--- config.mk ---
export PLATFORM = sky130hd
export DESIGN_NAME = scaled_plane_fetch
export DESIGN_NICKNAME = d
export VERILOG_FILES = /design/src/rtl/scaled_plane_fetch.sv
export SDC_FILE = /design/constraint.sdc
export NUM_CORES = 1
export LEC_CHECK = 0
export ABC_AREA = 1
export CAP_MARGIN = 20
export CORE_ASPECT_RATIO = 1.5
export CORE_MARGIN = 2
export CORE_UTILIZATION = 63
export CTS_CLUSTER_SIZE = 28
export DETAILED_ROUTE_END_ITERATION = 12
export DONT_BUFFER_PORTS = 1
export GPL_TIMING_DRIVEN = 0
export PLACE_DENSITY_LB_ADDON = 0.1
export SLEW_MARGIN = 20
export SYNTH_ARGS = -nofsm -noshare
export SYNTH_HDL_FRONTEND = slang
export SYNTH_SLANG_ARGS = --single-unit
--- constraint.sdc ---
create_clock -name clock -period 1.7 [get_ports clock]
set_input_delay 0.34 -clock clock [delete_from_list [all_inputs] [get_ports clock]]
set_output_delay 0.34 -clock clock [all_outputs]
set_load 0.01 [all_outputs]
--- src/rtl/scaled_plane_fetch.sv ---
`default_nettype none
// ============================================================================
// Module   : scaled_plane_fetch
// Purpose  : Walks a SRC_W x SRC_H source image held in a synchronous ROM and
//            emits a raster-order pixel stream into the write side of a FIFO.
//            Each source pixel is repeated SCALE_X times horizontally and each
//            source line SCALE_Y times vertically. A burst (one source pixel,
//            SCALE_X writes) starts only when the FIFO is below LOW_WATER.
// Ports    : clock, reset      - clock (FIFO write / ROM clock), sync reset
//            enable            - permits new bursts
//            frame_sync        - pulse, restart at pixel (0,0)
//            rom_data          - ROM read data (ROM_LAT cycles after address)
//            wrusedw, wrfull   - FIFO write-side occupancy and full flag
//            address           - registered ROM address
//            fifo_data, wrreq  - FIFO write data and strobe
//            line_done         - one-cycle pulse after each output line
//            frame_done        - one-cycle pulse after each frame
// Revision : 1.0 - initial release
// ============================================================================
module scaled_plane_fetch #(
    parameter int DATA_W    = 24,
    parameter int SRC_W     = 80,
    parameter int SRC_H     = 60,
    parameter int SCALE_X   = 8,
    parameter int SCALE_Y   = 8,
    parameter int ADDR_W    = 13,
    parameter int USEDW_W   = 10,
    parameter int LOW_WATER = 500,
    parameter int ROM_LAT   = 1
) (
    input  logic                clock,
    input  logic                reset,
    input  logic                enable,
    input  logic                frame_sync,
    input  logic [DATA_W-1:0]   rom_data,
    input  logic [USEDW_W-1:0]  wrusedw,
    input  logic                wrfull,
    output logic [ADDR_W-1:0]   address,
    output logic [DATA_W-1:0]   fifo_data,
    output logic                wrreq,
    output logic                line_done,
    output logic                frame_done
);

    // Counter widths; a range of one still needs a 1-bit register.
    localparam int XW  = (SRC_W   > 1) ? $clog2(SRC_W)   : 1;
    localparam int YW  = (SRC_H   > 1) ? $clog2(SRC_H)   : 1;
    localparam int XRW = (SCALE_X > 1) ? $clog2(SCALE_X) : 1;
    localparam int YRW = (SCALE_Y > 1) ? $clog2(SCALE_Y) : 1;
    localparam int LW  = (ROM_LAT > 1) ? $clog2(ROM_LAT) : 1;

    localparam logic [XW-1:0]     C_X_LAST    = XW'(SRC_W - 1);
    localparam logic [YW-1:0]     C_Y_LAST    = YW'(SRC_H - 1);
    localparam logic [XRW-1:0]    C_XREP_LAST = XRW'(SCALE_X - 1);
    localparam logic [YRW-1:0]    C_YREP_LAST = YRW'(SCALE_Y - 1);
    localparam logic [LW-1:0]     C_LAT_LAST  = LW'(ROM_LAT - 1);
    localparam logic [ADDR_W-1:0] C_SRC_W     = ADDR_W'(SRC_W);
    localparam logic [31:0]       C_LOW_WATER = 32'(LOW_WATER);

    typedef enum logic [1:0] {
        ST_IDLE  = 2'd0,
        ST_FETCH = 2'd1,
        ST_WRITE = 2'd2
    } state_t;

    state_t              r_state;
    logic [XW-1:0]       r_x;
    logic [YW-1:0]       r_y;
    logic [XRW-1:0]      r_xrep;
    logic [YRW-1:0]      r_yrep;
    logic [LW-1:0]       r_lat;
    logic [ADDR_W-1:0]   r_line_base;
    logic [ADDR_W-1:0]   r_address;
    logic                r_line_done;
    logic                r_frame_done;

    logic                w_room;
    logic                w_in_write;

    // Compare in 32 bits so LOW_WATER may equal 2**USEDW_W without wrapping.
    assign w_room     = (32'(wrusedw) < C_LOW_WATER);
    assign w_in_write = (r_state == ST_WRITE);

    always_ff @(posedge clock) begin
        // Strobes are single-cycle unless re-armed below.
        r_line_done  <= 1'b0;
        r_frame_done <= 1'b0;
        // Reset and frame_sync clear the same state; an in-flight burst is
        // dropped and no completion strobe is produced.
        if (reset || frame_sync) begin
            r_state     <= ST_IDLE;
            r_x         <= '0;
            r_y         <= '0;
            r_xrep      <= '0;
            r_yrep      <= '0;
            r_lat       <= '0;
            r_line_base <= '0;
            r_address   <= '0;
        end else begin
            case (r_state)
                ST_IDLE: begin
                    if (enable && w_room && !wrfull) begin
                        r_state <= ST_FETCH;
                        r_lat   <= '0;
                    end
                end
                ST_FETCH: begin
                    // Address has been stable since entry; wait out the ROM.
                    if (r_lat == C_LAT_LAST) begin
                        r_state <= ST_WRITE;
                        r_xrep  <= '0;
                    end else begin
                        r_lat <= r_lat + 1'b1;
                    end
                end
                ST_WRITE: begin
                    // A full FIFO only freezes the burst; nothing else stops it.
                    if (!wrfull) begin
                        if (r_xrep == C_XREP_LAST) begin
                            r_xrep  <= '0;
                            r_lat   <= '0;
                            r_state <= (enable && w_room) ? ST_FETCH : ST_IDLE;
                            if (r_x != C_X_LAST) begin
                                r_x       <= r_x + 1'b1;
                                r_address <= r_address + 1'b1;
                            end else begin
                                r_x         <= '0;
                                r_line_done <= 1'b1;
                                if (r_yrep != C_YREP_LAST) begin
                                    // Repeat the same source line.
                                    r_yrep    <= r_yrep + 1'b1;
                                    r_address <= r_line_base;
                                end else if (r_y != C_Y_LAST) begin
                                    r_yrep      <= '0;
                                    r_y         <= r_y + 1'b1;
                                    r_line_base <= r_line_base + C_SRC_W;
                                    r_address   <= r_line_base + C_SRC_W;
                                end else begin
                                    r_yrep       <= '0;
                                    r_y          <= '0;
                                    r_line_base  <= '0;
                                    r_address    <= '0;
                                    r_frame_done <= 1'b1;
                                end
                            end
                        end else begin
                            r_xrep <= r_xrep + 1'b1;
                        end
                    end
                end
                default: r_state <= ST_IDLE;
            endcase
        end
    end

    assign address    = r_address;
    assign line_done  = r_line_done;
    assign frame_done = r_frame_done;
    assign wrreq      = w_in_write && !wrfull;
    assign fifo_data  = w_in_write ? rom_data : '0;

endmodule
`default_nettype wire

Word-level counts from Yosys, hierarchy flattened
Index checks and enable logic that the tools add are counted.

word-level totals
  flip-flop bits (word level) = 50
  bits of input ports = 39
  output and inout bits = 40
  word-level logic and storage cells = 73

operators by class
  $add $sub $neg = 7
  $lt $le $gt $ge = 1
  equal/unequal tests = 10
  muxes and demuxes = 24
  bitwise logic cells = 5
  reductions and logical operators = 16

operator list
  cell                                                                   count
  13-bit two-way mux                                                     3
  24-bit two-way mux                                                     1
  13-bit by 1-bit adder with 13-bit output, second input constant        1
  13-bit by 7-bit adder with 13-bit output, second input constant        1
  3-bit two-way mux                                                      4
  4-bit AND reduction                                                    3
  10-bit by 9-bit < comparator with 1-bit output, second input constant  1
  2-bit two-way mux                                                      4
  7-bit by 1-bit adder with 7-bit output, second input constant          1
  1-bit two-way mux                                                      7
  7-bit two-way mux                                                      1
  7-bit != test, second input constant                                   1
  3-bit by 1-bit adder with 3-bit output, second input constant          2
  6-bit by 1-bit adder with 6-bit output, second input constant          1
  6-bit two-way mux                                                      1
  2-bit != test, second input constant                                   3
  6-bit != test, second input constant                                   1
  2-bit one-hot mux with 3 select lines                                  1
  3-bit one-hot mux with 2 select lines                                  1
  3-bit AND reduction                                                    2
  6-bit OR reduction                                                     1
  1-bit inverter                                                         5
  5-bit AND reduction                                                    1
  4-bit OR reduction                                                     1
  other kinds (13)                                                       15

Depth between registers and ports, before layout
Gate-level depths: netlist (run 1).

  depth after elaboration = 6
  gate-level depth with buffers = 11
  gate-level depth less buffers = 11

Worst setup path after synthesis (run 1)
OpenSTA, ideal clock, no wires.

  path kind = flip-flop to flip-flop
  start point = register r_x[0]
  end point = register r_address[5] (netlist: address[5])
  library setup time = 0.119 ns
  data arrival time = 1.366 ns
  data required time = 1.581 ns
  slack = 0.214 ns
  cell stages (with the launch flop) = 10
  buffers on the path = 1
  clock period less this slack = 1.486 ns
  cell sequence = dfxtp_1 ha_1 nand3_2 nor2_4 nand2_4 nand2_2 buf_6 a21oi_1 o21ai_1 nand2_1

between the ends
  cells in the longest elaborated chain, start to end = 2

RTL lines
  element                   line  RTL
  start: declaration        67    logic [XW-1:0] r_x;
  start signal: assignment  124   r_x <= r_x + 1'b1;
  7-bit != test             123   if (r_x != C_X_LAST) begin
  13-bit two-way mux        123
  end signal: assignment    125   r_address <= r_address + 1'b1;
  end signal: assignment    132   r_address <= r_line_base;
  end signal: assignment    137   r_address <= r_line_base + C_SRC_W;
  end: declaration          73    logic [ADDR_W-1:0] r_address;

Every way passes these cells.
A chain may end at the register's enable or synchronous reset.

Final worst setup path (run 1)
  start point = register r_xrep[0]
  end point = register r_address[8] (netlist: address[8])

between the ends
  cells in the longest elaborated chain, start to end = 2

RTL lines
  element                               line  RTL
  start: declaration                    69    logic [XRW-1:0] r_xrep;
  start signal: assignment              147   r_xrep <= r_xrep + 1'b1;
  3-bit == test                         119   if (r_xrep == C_XREP_LAST) begin
  3-bit AND reduction (no source line)  -

Every way passes these cells.

==> results of run 1 <==
==> where the power goes <==
group / switching, mW / internal, mW / leakage, nW / total [mW]
clock: 0.380 / 0.330 / 0.0512 / 0.710
sequential: 0.000644 / 1.15 / 0.399 / 1.15
combinational: 0.0438 / 0.0174 / 0.956 / 0.0612
total: 0.425 / 1.49 / 1.41 / 1.92
==> registers in the layout, summed over array words and instances (netlist names) <==
signal,count
address,13
frame_done,1
line_done,1
r_line_base,13
r_state,2
r_x,7
r_xrep,3
r_y,6
r_yrep,3
==> worst max path at each step <==
| stage | depth (start not counted) | slack, ns | startpoint | endpoint |
|---|---|---|---|---|
| after floorplan | 9 | 0.21 | r_x[0] | address[5] |
| after global routing | 10 | -0.04 | r_xrep[0] | address[8] |
| after CTS | 10 | -0.02 | r_xrep[0] | address[8] |
| after global placement | 7 | -0.04 | r_yrep[0] | r_line_base[6] |
| after detailed placement | 10 | -0.06 | r_xrep[0] | address[8] |
| final | 10 | 0.08 | r_xrep[0] | address[8] |
==> worst reg2reg max path, cell delays in order, from the launching register on <==
cell     delay [ns]
dfxtp_2        0.37
ha_4           0.15
ha_4           0.14
nand2_4        0.07
nor2_8         0.16
inv_6          0.07
nor2_4         0.22
nand4_1        0.19
nand3_1        0.12
nand2_1        0.05
inv_1          0.05
==> through the flow <==
stage	power, mW	utilization	instance area (um2)
after floorplan	1.22	-	2780
after global placement	1.23	0.668	2840
after detailed placement	1.23	0.668	2840
after CTS	1.94	0.700	2970
after global routing	1.99	0.727	3090
final	1.92	0.727	3090
==> cell families (layout without fill, tap and decap cells) <==
group                    count (synthesis)  in the layout  share of synthesized area
buffers and inverters                   82             99                      0.121
flip-flops                              49             49                      0.353
AND/OR/NAND/NOR                        225            225                      0.360
XOR/XNOR                                 3              3                    0.00945
AO/OA/AOI/OAI                           57             57                      0.121
adder cells (fa/ha/maj)                  8              8                     0.0360
==> per-layer routing <==
metal	wire length, um	vias to the layer above
met5	0	-
met4	148	0
met3	347	14
met2	2980	102
met1	2640	1202
li1	-	1365
==> cell usage in the layout, fill, tap and decap left out, types with 2 or more instances in the layout <==
cell type / n
nand2_1: 100
buf_4: 9
inv_1: 71
nand2_2: 3
dfxtp_2: 7
nor2_4: 6
buf_6: 4
a21oi_1: 24
ha_1: 4
dfxtp_1: 41
nand4_1: 10
inv_2: 2
nand3_1: 30
ha_2: 2
a31oi_1: 2
or2_2: 2
xor2_1: 2
ha_4: 2
o21ai_0: 13
o21ai_1: 5
nor2_1: 62
nand2_4: 3
o22ai_1: 2
o21bai_1: 2
clkbuf_8: 6
nor2_2: 3
buf_2: 3
nand3_2: 2
==> repair_timing <==
| action | 4_1_cts | 5_1_grt |
|---|---|---|
| pin swaps | 2 | 6 |
| setup endpoints to repair | 35 | 38 |
| gates resized for setup | 6 | 23 |
| cloned | 0 | 0 |
| hold buffers | 0 | 0 |
| setup buffers | 3 | 6 |
==> final cells by class <==
cell class / instances / area, um2 / area share
clock buffers: 6 / 82.6 / 0.0267
flip-flops and latches: 49 / 993 / 0.322
multi-input cells: 293 / 1530 / 0.494
clock inverters: 2 / 13.8 / 0.00446
inverters: 74 / 283 / 0.0916
plain buffers: 8 / 63.8 / 0.0207
well taps: 46 / 57.6 / 0.0186
repair buffers: 9 / 67.6 / 0.0219
==> results by group, run 1 <==
Routing
  – Remaining DRCs: 0
  – Via density: 5.51
  – Drt total wl: 6.11 mm
  – Via count: 2683
  – Drt wl/cell: 12.6 um
  – Starting DRC count in detailed routing: 135
  – DR pass1 iterations: 4
  – Routed Antenna Nets: 0

Worst setup path
  – Crit path buffers/inverters: 2
  – Most used cell, CP: ha_4
  – Worst path slowest cell: dfxtp_2
  – Max incr delay on CP: 0.37 ns
  – Worst R2R Setup Slack: 0.08 ns
  – Family with the most delay on the worst path: simple AND/OR/NAND/NOR gates
  – R2R cell count: 10
  – WP data required: 1.96 ns
  – Cell Chain, Critical Path: ha_4 -> ha_4 -> nand2_4 -> nor2_8 -> inv_6 -> nor2_4 -> nand4_1 -> nand3_1 -> nand2_1 -> inv_1
  – Worst reg2reg path endpoint: address[8]
  – Crit path DAT: 1.88 ns
  – Critical Path Sink Type: flop
  – Worst-path fanout max: 7
  – Reg-to-Reg Start: r_xrep[0]
  – Worst setup path category: reg -> reg
  – Worst setup SP type: flop

Logic synthesis
  – Mapped Avg Cell Area: 6.56 um2
  – Distinct cells, synth: 40
  – Post-Syn Instances: 424
  – Most common flop cell mapped by yosys: dfxtp_1
  – Area leader, netlist: dfxtp_1
  – Number of synthesized flops with an enable pin: 0
  – Ys Warns: 0
  – Syn nets: 471
  – Top cells by count, synth: 102 x nand2_1, 71 x inv_1, 65 x nor2_1, 49 x dfxtp_1, 31 x nand3_1
  – Fraction of registers with async set/reset: 0
  – Synthesized area: 0.00278 mm2
  – Flops & latches, synth: 49
  – Register area share after synthesis: 0.353
  – Most frequent cell after synthesis: nand2_1
  – Synth top area share: 0.353
  – Area contributors post-synth: dfxtp_1 35%, nand2_1 14%, inv_1 9.6%, nor2_1 8.8%, nand3_1 5.6%

Global routing
  – Met2 usage: 0.429
  – Met3 usage: 0.0503
  – Initial antenna violation count: 0
  – Total gr overflow: 0
  – Grt peak-use layer: met2
  – Vias in the first global route: 2256
  – Met1 usage: 0.300
  – GRT Resource Usage Total: 0.251
  – Largest net degree at the start of global routing: 16
  – First-pass GRT wire length: 9.76 mm

Cells and area
  – Layout net count: 487
  – Syn-to-layout area delta: 11.1%
  – ANT cells: 0
  – Filler cells: 367
  – Non-Filler Instances: 487
  – Layout cells sized above 1: 0.145

Floorplan
  – Die area: 0.00497 mm2
  – IO Pins: 79
  – Die width: 58.2 um
  – Core Region: 0.00425 mm2
  – Die height: 85.4 um
  – Effective utilization at floorplan: 0.655
  – Row Count: 29

Clock tree
  – CTS sink count: 49
  – CTS tree: done
  – H-tree Lvls: 2
  – Clock Latency Late Sink: 0.30 ns
  – CTS max path bufs: 2
  – CTS buffer count: 5
  – Clk pin slew, worst setup/hold paths: 0.09 ns
  – Root Driver: clkbuf_8

Job
  – Max-cap check violation count: 0

Timing
  – Setup TNS: 0 ns
  – Slew Limit Fails: 0
  – RSZ-0062 raised after global routing: true
  – Final hold viol count: 0
  – Clock Skews: 0.00856 ns
  – Final Worst Setup Slack: 0.0797 ns
  – Relative slew margins: 0.672
  – Setup-failing EPs final: 0
  – Worst Tran Pin Value: 0.492 ns
  – Fmax: 617 MHz
  – Crit path time final: 1.62 ns
  – Period utilisation layout: 0.953
  – Min Hold Slack: 0.176 ns

Hold path
  – Hold Path Class: in -> reg
  – Hold Path Sink: r_state[0]
  – Min-Delay Path Depth: 1
  – Hold_sp: wrusedw[7]

Place
  – Hpwl dp: 4.59 mm
  – Place WS: -0.0587 ns
  – # port buffers: 0
  – Placer Congestion: 0.902
  – Placed cell count: 470

Outcome
  – Status: finished, final reports clean

Power and ir drop
  – VDD IR max: 0.000960 V
  – PD cells: 621 mW/mm2
  – Static Leak: 1.41 nW
No activity file was read; power rests on OpenSTA's default activity.
==> inputs of run 2 (changes only) <==
- CORE_MARGIN: 2 -> 5
- RECOVER_POWER: default -> 100
==> run 2 against run 1 <==
Compared with the run above:
- global-route usage fell by 3.3 points
- critical path depth did not move
- die area rose by 18%
- critical path type unchanged
- utilization rose by 1.2 points
- critical endpoint unchanged
- via count rose by 0.97%
- power rose by 7.4%
- cell area rose by 1.7%
- non-clock buffer count did not move
- sequential cell count did not move
==> results by group, run 2 (synthesis gave the netlist of run 1 again) <==
Timing
  – Period utilisation layout: 0.963 (+0.0102)
  – Slew Limit Fails: 0 (unchanged)
  – Relative slew margins: 0.677 (+0.00491)
  – RSZ-0062 raised after global routing: true
  – Fmax: 611 MHz (-1.1%)
  – Final hold viol count: 0 (unchanged)
  – Clock Skews: 0.00763 ns (-0.000932 ns)
  – Worst Tran Pin Value: 0.484 ns (-0.00737 ns)
  – Setup-failing EPs final: 0 (unchanged)
  – Crit path time final: 1.64 ns (+0.0174 ns)

Hold path
  – Hold Path Sink: r_state[0]
  – Hold_sp: wrusedw[7]
  – Min-Delay Path Depth: 1 (unchanged)
  – Hold Path Class: in -> reg

Floorplan
  – IO Pins: 79 (unchanged)
  – Row Count: 29 (unchanged)
  – Core Region: 0.00425 mm2 (unchanged)
  – Die area: 0.00587 mm2 (+18%)
  – Effective utilization at floorplan: 0.655 (unchanged)
  – Die width: 64.2 um (+10%)
  – Die height: 91.4 um (+7.0%)

Global routing
  – First-pass GRT wire length: 10.6 mm (+8.5%)
  – Largest net degree at the start of global routing: 15 (-1)
  – GRT Resource Usage Total: 0.217 (-0.0334)
  – Total gr overflow: 0 (unchanged)
  – Vias in the first global route: 2493 (+11%)
  – Initial antenna violation count: 0 (unchanged)

Worst setup path
  – Worst-path fanout max: 7 (unchanged)
  – Critical Path Sink Type: flop
  – WP data required: 1.96 ns (about the same)
  – Reg-to-Reg Start: r_xrep[0]
  – Worst setup path category: reg -> reg
  – Worst reg2reg path endpoint: address[8]
  – Worst R2R Setup Slack: 0.06 ns (-0.02 ns)
  – Worst setup SP type: flop
  – R2R cell count: 10 (unchanged)
  – Crit path DAT: 1.89 ns (about the same)

Clock tree
  – Root Driver: clkbuf_8
  – H-tree Lvls: 2 (unchanged)
  – CTS sink count: 49 (unchanged)
  – CTS tree: done
  – Hold buffers post-CTS: 0 (unchanged)
  – Clock Latency Late Sink: 0.30 ns (about the same)
  – CTS buffer count: 5 (unchanged)
  – CTS max path bufs: 2 (unchanged)
  – Clk pin slew, worst setup/hold paths: 0.09 ns (about the same)

Routing
  – Drt total wl: 6.67 mm (+9.0%)
  – Starting DRC count in detailed routing: 163 (+21%)
  – Via count: 2709 (+0.97%)
  – Drt wl/cell: 13.7 um (+9.0%)
  – Routed Antenna Nets: 0 (unchanged)
  – DR pass1 iterations: 4 (unchanged)
  – Remaining DRCs: 0 (unchanged)
  – Via density: 5.56 (+0.97%)

Cells and area
  – Syn-to-layout area delta: 12.9%
  – Filler cells: 358 (-2.5%)
  – Layout net count: 487 (unchanged)
  – Commonest non-fill, non-tap cell in the layout: nand2_1
  – Commonest cells after routing, fill and taps aside: 100 x nand2_1, 71 x inv_1, 57 x nor2_1
  – Final Instance Area: 0.00314 mm2 (+1.7%)
  – Layout cells sized above 1: 0.154 (+0.00907)
  – ANT cells: 0 (unchanged)

Power and ir drop
  – VDD IR max: 0.000586 V (-39%)
  – PD cells: 656 mW/mm2 (+5.6%)
  – Power, Total: 2.06 mW (+7.4%)
  – Static Leak: 1.41 nW (+0.36%)

Place
  – Hpwl dp: 4.95 mm (+7.9%)
  – # port buffers: 0 (unchanged)
  – Placer Congestion: 0.852 (-5.5%)
  – Placed Area: 0.00284 mm2 (unchanged)

Job
  – Max-cap check violation count: 0 (unchanged)

Outcome
  – Status: finished, final reports clean
## run 2: cell count changes in the layout (fill, tap and decap cells not counted), sizes merged
cell    change
clkbuf      +1
clkinv      -2
bufinv      +1
## run 2: where the power goes
group | internal, mW | switching [mW]
combinational | 0.0176 | 0.0457
clock | 0.480 | 0.370
sequential | 1.15 | 0.000667
total | 1.64 | 0.416
## run 2: worst max-delay path by stage
stage,from,slack (ns),end
final,r_xrep[0],0.06,address[8]
after global routing,r_xrep[0],-0.01,address[8]
after CTS,r_yrep[0],0.007,r_line_base[6]
after detailed placement,r_yrep[0],-0.06,r_line_base[6]
after global placement,r_xrep[0],-0.04,address[8]
after floorplan,r_x[0],0.21,address[5]
## run 2: per-layer routing
layer,vias up,global-route usage,share of wire
met5,-,0,0
met4,0,0.0985,0.025
li1,1371,-,-
met3,25,0.0556,0.082
met1,1196,0.231,0.39
met2,117,0.390,0.50
## run 2: worst max-delay path, cell delays in order, from the launching register on
cell	delay [ns]
dfxtp_2	0.36
ha_4	0.14
ha_4	0.14
nand2_4	0.07
nor2_8	0.16
inv_6	0.07
nor2_4	0.22
nand4_1	0.19
nand3_1	0.14
nand2_1	0.05
inv_1	0.05
## run 2: area by class of cell
class / count / area, um2 / share of cell area
Clock buffer: 7 / 86.3 / 0.0275
Buffer: 8 / 63.8 / 0.0203
Tap cell: 46 / 57.6 / 0.0183
Sequential cell: 49 / 992 / 0.316
Multi-Input combinational cell: 293 / 1560 / 0.497
Timing Repair Buffer: 9 / 67.6 / 0.0215
Clock inverter: 1 / 30.0 / 0.00957
Inverter: 74 / 283 / 0.0901
## run 2: through the flow
| stage | std cells | setup WS, ns | setup TNS [ns] | hold WS (ns) | util |
|---|---|---|---|---|---|
| after floorplan | 424 | 0.214 | 0 | 0.408 | - |
| after global placement | 470 | -0.0415 | -0.146 | 0.415 | 0.668 |
| after detailed placement | 470 | -0.0589 | -0.242 | 0.417 | 0.668 |
| after CTS | 480 | 0.00675 | 0 | 0.165 | 0.704 |
| after global routing | 487 | -0.0129 | -0.0248 | 0.158 | 0.739 |
| final | 487 | 0.0623 | 0 | 0.162 | 0.739 |
## run 2: what timing repair did
action | in CTS | in global routing
resized for setup | 8 | 28
buffers inserted | 2 | 7
pin swaps | 4 | 7
setup endpoints to repair | 34 | 36
hold endpoints to repair | 0 | 0
